### config.mk
export PLATFORM = sky130hd
export DESIGN_NAME = dfp_addsub_iter
export DESIGN_NICKNAME = d
export VERILOG_FILES = /design/src/rtl/dfp_addsub_iter.sv
export SDC_FILE = /design/constraint.sdc
export NUM_CORES = 2
export LEC_CHECK = 0
export CAP_MARGIN = 40
export CORE_MARGIN = 3
export CORE_UTILIZATION = 40
export DETAILED_ROUTE_END_ITERATION = 8
export MAX_ROUTING_LAYER = met4
export PLACE_DENSITY = 0.64
export SLEW_MARGIN = 20
export SYNTH_ARGS = -nofsm -noshare
export SYNTH_HDL_FRONTEND = slang
export SYNTH_SLANG_ARGS = --single-unit
### constraint.sdc
create_clock -name clk -period 88.9 [get_ports clk]
set_clock_uncertainty 0.1 [all_clocks]
set_input_delay 17.78 -clock clk [delete_from_list [all_inputs] [get_ports clk]]
set_output_delay 17.78 -clock clk [all_outputs]
set_load 0.005 [all_outputs]
### src/rtl/dfp_addsub_iter.sv
// dfp_addsub_iter: handshaked BCD decimal floating-point add/subtract with digit-serial alignment.
// The result is unnormalised ({carry, N digits, guard}) and is meant for the normalise/round stages.
// Build option DFPADDSUB_STICKY_EN keeps a sticky bit over the digits lost during alignment.
module dfp_addsub_iter #(
    parameter int              N    = 25,
    parameter int              EXPW = 12,
    parameter logic [EXPW-1:0] XINF = 12'hBFF
) (
    input  logic                 clk,
    input  logic                 rst,
    input  logic                 ce,
    input  logic                 req_valid,
    output logic                 req_ready,
    input  logic [2:0]           rm,
    input  logic                 op,
    input  logic                 a_sign,
    input  logic                 b_sign,
    input  logic [EXPW-1:0]      a_exp,
    input  logic [EXPW-1:0]      b_exp,
    input  logic [N*4-1:0]       a_sig,
    input  logic [N*4-1:0]       b_sig,
    input  logic                 a_nan,
    input  logic                 b_nan,
    input  logic                 a_inf,
    input  logic                 b_inf,
    output logic                 res_valid,
    input  logic                 res_ready,
    output logic                 o_sign,
    output logic [EXPW-1:0]      o_exp,
    output logic [(N+2)*4-1:0]   o_sig,
    output logic                 o_nan,
    output logic                 o_qnan,
    output logic                 o_inf
);
    localparam int KW = $clog2(N + 2);
    localparam int SW = (N + 1) * 4;

    typedef enum logic [2:0] {IDLE, ALIGN, CMP, ARITH, DONE} state_t;

    state_t          r_state;
    logic            r_eop, r_a_sign, r_b_sign, r_swap, r_zab, r_zero, r_sgn;
    logic            r_a_nan, r_b_nan, r_a_inf, r_b_inf;
    logic [2:0]      r_rm;
    logic [EXPW-1:0] r_exp;
    logic [KW-1:0]   r_k;
    logic [SW-1:0]   r_fix, r_sh, r_big, r_small;
    logic [N*4-1:0]  r_pay;
    logic [EXPW-1:0] w_diff;
    logic [KW-1:0]   w_k;
    logic            w_swap, w_stk, w_ge, w_c, w_bw;
    logic [SW-1:0]   w_sm, w_sum, w_dif;
    logic [4:0]      w_ts, w_td;
`ifdef DFPADDSUB_STICKY_EN
    logic            r_stk;
    assign w_stk = r_stk;
`else
    assign w_stk = 1'b0;
`endif

    // the shifted operand with sticky folded into the lsb of its guard digit
    assign w_sm      = {r_sh[SW-1:1], r_sh[0] | w_stk};
    assign w_ge      = r_fix >= w_sm;
    assign req_ready = (r_state == IDLE) && !rst;

    // exponent distance, clamped so alignment never exceeds N+1 digit shifts
    always_comb begin
        w_swap = b_exp > a_exp;
        w_diff = w_swap ? b_exp - a_exp : a_exp - b_exp;
        w_k    = (w_diff > EXPW'(N + 1)) ? KW'(N + 1) : KW'(w_diff);
    end

    // digit-wise BCD sum and larger-minus-smaller difference of the ordered operands
    always_comb begin
        w_c   = 1'b0;
        w_bw  = 1'b0;
        w_ts  = '0;
        w_td  = '0;
        w_sum = '0;
        w_dif = '0;
        for (int i = 0; i < N + 1; i++) begin
            w_ts = {1'b0, r_big[i*4 +: 4]} + {1'b0, r_small[i*4 +: 4]} + {4'b0, w_c};
            w_c = w_ts > 5'd9;
            w_sum[i*4 +: 4] = w_c ? w_ts[3:0] + 4'd6 : w_ts[3:0];
            w_td = {1'b0, r_big[i*4 +: 4]} - {1'b0, r_small[i*4 +: 4]} - {4'b0, w_bw};
            w_bw = w_td[4];
            w_dif[i*4 +: 4] = w_bw ? w_td[3:0] + 4'd10 : w_td[3:0];
        end
    end

    // control FSM, operand datapath and registered result
    always_ff @(posedge clk) begin
        if (rst) begin
            r_state   <= IDLE;
            res_valid <= 1'b0;
            o_sign    <= 1'b0;
            o_exp     <= '0;
            o_sig     <= '0;
            o_nan     <= 1'b0;
            o_qnan    <= 1'b0;
            o_inf     <= 1'b0;
        end else if (ce) begin
            case (r_state)
                IDLE: if (req_valid) begin
                    r_state  <= (w_k == '0) ? CMP : ALIGN;
                    r_eop    <= op ^ a_sign ^ b_sign;
                    r_a_sign <= a_sign;
                    r_b_sign <= b_sign ^ op;
                    r_rm     <= rm;
                    r_swap   <= w_swap;
                    r_exp    <= w_swap ? b_exp : a_exp;
                    r_k      <= w_k;
                    r_fix    <= {w_swap ? b_sig : a_sig, 4'h0};
                    r_sh     <= {w_swap ? a_sig : b_sig, 4'h0};
                    r_zab    <= (a_sig == '0) && (b_sig == '0);
                    r_pay    <= a_nan ? a_sig : b_sig;
                    r_a_nan  <= a_nan;
                    r_b_nan  <= b_nan;
                    r_a_inf  <= a_inf;
                    r_b_inf  <= b_inf;
`ifdef DFPADDSUB_STICKY_EN
                    r_stk    <= 1'b0;
`endif
                end
                ALIGN: begin
                    r_sh <= {4'h0, r_sh[SW-1:4]};
                    r_k  <= r_k - KW'(1);
`ifdef DFPADDSUB_STICKY_EN
                    r_stk <= r_stk | (r_sh[3:0] != 4'h0);
`endif
                    if (r_k == KW'(1)) r_state <= CMP;
                end
                CMP: begin
                    r_big   <= w_ge ? r_fix : w_sm;
                    r_small <= w_ge ? w_sm : r_fix;
                    r_sgn   <= (!r_eop || (w_ge ^ r_swap)) ? r_a_sign : r_b_sign;
                    r_zero  <= (r_eop && (r_fix == w_sm) && !w_stk) || r_zab;
                    r_state <= ARITH;
                end
                ARITH: begin
                    r_state   <= DONE;
                    res_valid <= 1'b1;
                    o_nan     <= 1'b0;
                    o_qnan    <= 1'b0;
                    o_inf     <= 1'b0;
                    if (r_a_inf && r_b_inf) begin
                        o_nan  <= r_eop;
                        o_qnan <= r_eop;
                        o_inf  <= !r_eop;
                        o_sign <= r_a_sign & !r_eop;
                        o_exp  <= r_eop ? '0 : XINF;
                        o_sig  <= r_eop ? {4'h9, SW'(0)} : '0;
                    end else if (r_a_nan || r_b_nan) begin
                        o_nan  <= 1'b1;
                        o_sign <= r_a_nan ? r_a_sign : r_b_sign;
                        o_exp  <= r_exp;
                        o_sig  <= {4'h0, r_pay, 4'h0};
                    end else if (r_a_inf || r_b_inf) begin
                        o_inf  <= 1'b1;
                        o_sign <= r_a_inf ? r_a_sign : r_b_sign;
                        o_exp  <= XINF;
                        o_sig  <= '0;
                    end else begin
                        o_sign <= r_zero ? (r_rm == 3'd3) || (r_a_sign && r_b_sign && !r_eop) : r_sgn;
                        o_exp  <= r_zero ? '0 : r_exp;
                        o_sig  <= r_eop ? {4'h0, w_dif} : {3'h0, w_c, w_sum};
                    end
                end
                DONE: if (res_ready) begin
                    res_valid <= 1'b0;
                    r_state   <= IDLE;
                end
                default: r_state <= IDLE;
            endcase
        end
    end
endmodule

==> run metrics <==
# setup viols final=0; Core Region=113000 µm²; Max stage delay cell, worst path=fa_1; crit-path max cell delay=560 ps; reg2reg start=r_big[0]; Final Max Slew Viols=0; initial antenna violation count=15; final wirelength=143100 µm; Setup TNS Final=0 ps; H-tree levels=3; vias in the first global route=34.96k; Initial Utilization=40.51%; post-route design area=53930 µm²; via count=36.67k; GPL Wtd Cong=0.8991; num rows=123; FILL cells=10.53k; PortBufs=362; Worst EP required=89350 ps; WL per Instance=21.57 µm; Hold Crit Class=register to register; setup bufs post-CTS=0; Vias/cell=5.528; post-synthesis area per instance=9.605 µm²; placed cell areas=51080 µm²; first-pass GRT wire length=213100 µm; die area=118500 µm²; share of the synthesized area in the top cell type=35.63%; RSZ-0062 raised after global routing=false; largest net degree at the start of global routing=182; Post-synth ARST share=0%; clk sink count=668; Critical Path AT=45040 ps; chip width=344.2 µm; status=finished, final reports clean; Top-Level Pins=365; hold_sp=o_inf; HPWL after DPL=105300 µm; Post-Syn Instances=4764; worst-case clock buffer depth=3; TritonRoute pass-1 iters=6; Final ANT Viol Nets=0; fin crit share=50.16%; final worst path period need=44590 ps; Yosys warnings=0; area leader, netlist=edfxtp_1; fin nets=5781; GR Overflow Total=0; CTS Hold Bufs=0; post-synthesis cell area=45760 µm²; crit path capture type=register; crit start category=register; Distinct cells, synth=83; share of cells above drive strength 1=8.359%; power density over the cells=15.28 nW/µm²; DRT iter0 DRCs=3097; Synth top cells by count=nand2_1, edfxtp_1, inv_1; GRT Overall Usage=24.32%; clk_lat worst skew=650 ps; Die H=344.2 µm; most frequent cell after synthesis=nand2_1; Worst-Margin Slew=914.3 ps; P_leak=21.91 nW; Max Clk Rate=22.43 MHz; crit path from=r_big[0]; CTS resizes=0; critical path class=register to register; Seq/Total Area, Yosys=41.10%; Worst VDD drop=12.11 µV; Crit Path Max Fanout=5; Post-synth EDFFs=543; clock transition at the registers of the reported paths=60 ps; register bit total from synthesis=668; area delta synth->final=17.86%; CTS tree=done; clock root cell=clkbuf_16; Rel. slew slack=39.05%; Hold Vio Cnt, Final=0; Synth Flop Type=edfxtp_1; total CTS buffers=82; DRC violation count after routing=0; Max Cap Viol=0; synth top area cells=edfxtp_1, ha_1, nand2_1, dfxtp_1, mux2_2
==> where the power goes <==
| group | switching (mW) | internal, mW | leakage [nW] |
|---|---|---|---|
| combinational | 0.0727 | 0.0481 | 14.6 |
| sequential | 0.00604 | 0.353 | 5.95 |
| clock | 0.138 | 0.206 | 1.34 |
==> metal layers <==
layer  vias to the layer above  routed length [µm]  track usage (%)
li1                      17455                   -                -
met1                     17836               60590            31.13
met2                      1184               69120            40.03
met3                       199                8550            2.704
met4                         0                4813            8.612
met5                         -                   0                -
==> final timing paths <==
kind | slack (ps) | endpoint | cells past startpoint
setup / recovery | 44310 | o_sig[103] | 185
hold / removal | 370 | o_inf | 2
setup reg to reg | 44310 | o_sig[103] | 185
hold reg to reg | 370 | o_inf | 2
==> metrics by stage <==
step	hold slack (ps)	power (mW)	instances	util [%]	setup slack (ps)
2_1_floorplan	348.3	0.4407	4765	-	47940
3_3_place_gp	354.5	0.4812	6454	44.99	45970
3_5_place_dp	356.7	0.4845	6467	45.22	44720
4_1_cts	363.9	0.8294	6617	47.64	44530
5_1_grt	409.0	0.8551	6632	47.74	41390
6_report	369.5	0.8243	6634	47.74	44310
==> sequential cells by signal, indices dropped and copies added (netlist names), 3 cells and up <==
name     cells
o_exp       12
o_sig      106
r_big      104
r_exp       12
r_fix      100
r_k          5
r_pay      100
r_rm         3
r_sh       104
r_small    104
r_state      3
==> cell usage in the layout, fill, tap and decap left out, types with 15 or more instances in the layout <==
cell type        count
clkbuf_1            23
a22oi_1             92
mux2i_1             32
clkdlybuf4s50_1    360
nand2_1            774
ha_1               408
nand4_1             43
a21oi_1            235
o21ai_1             81
o21ai_0            171
nor2_1             357
nor3_1              28
o31a_1              25
clkbuf_16           86
a31oi_1             99
o21bai_1            28
inv_1              457
nor2b_1             21
or3_1               42
o31ai_1             15
xor2_1              80
edfxtp_1           543
nor4_1              75
a21o_1              24
nand2b_1            19
buf_4               33
o211ai_1            54
a21boi_0            17
fa_1                80
dfxtp_1            125
a211oi_1            27
mux2_4              40
and2_1              52
o21a_1              70
xnor2_1             72
nand3_1             39
mux2_2             175
==> area by class of cell <==
class	count	area [µm²]	area share [%]
Antenna cell	14	35.03	0.06496
Inverter	459	1730	3.208
Multi-Input combinational cell	3431	24480	45.40
Clock buffer	123	2431	4.508
Sequential cell	668	18810	34.87
Tap cell	1500	1877	3.480
Timing Repair Buffer	412	4260	7.899
Clock inverter	27	307.8	0.5707
==> critical path: cells and delay by family (launching register included) <==
kind                     cells  cell delay [ps]
AO/OA/AOI/OAI               67            16270
XOR/XNOR                     2              360
adder cells (fa/ha/maj)     52            17450
buffers and inverters       27             1980
flip-flops                   1              380
AND/OR/NAND/NOR             37             7970
==> logic make-up after synthesis <==
| group | synth area share (%) |
|---|---|
| other | 0.008195 |
| AOI/OAI and AO/OA | 14.22 |
| buffers and inverters | 5.671 |
| adders and majority gates | 14.68 |
| muxes | 6.319 |
| DFF | 41.10 |
| and+or+nand+nor | 14.37 |
| xor gates and xnor gates | 3.634 |
Note: power is estimated with default switching activity, not from simulation.
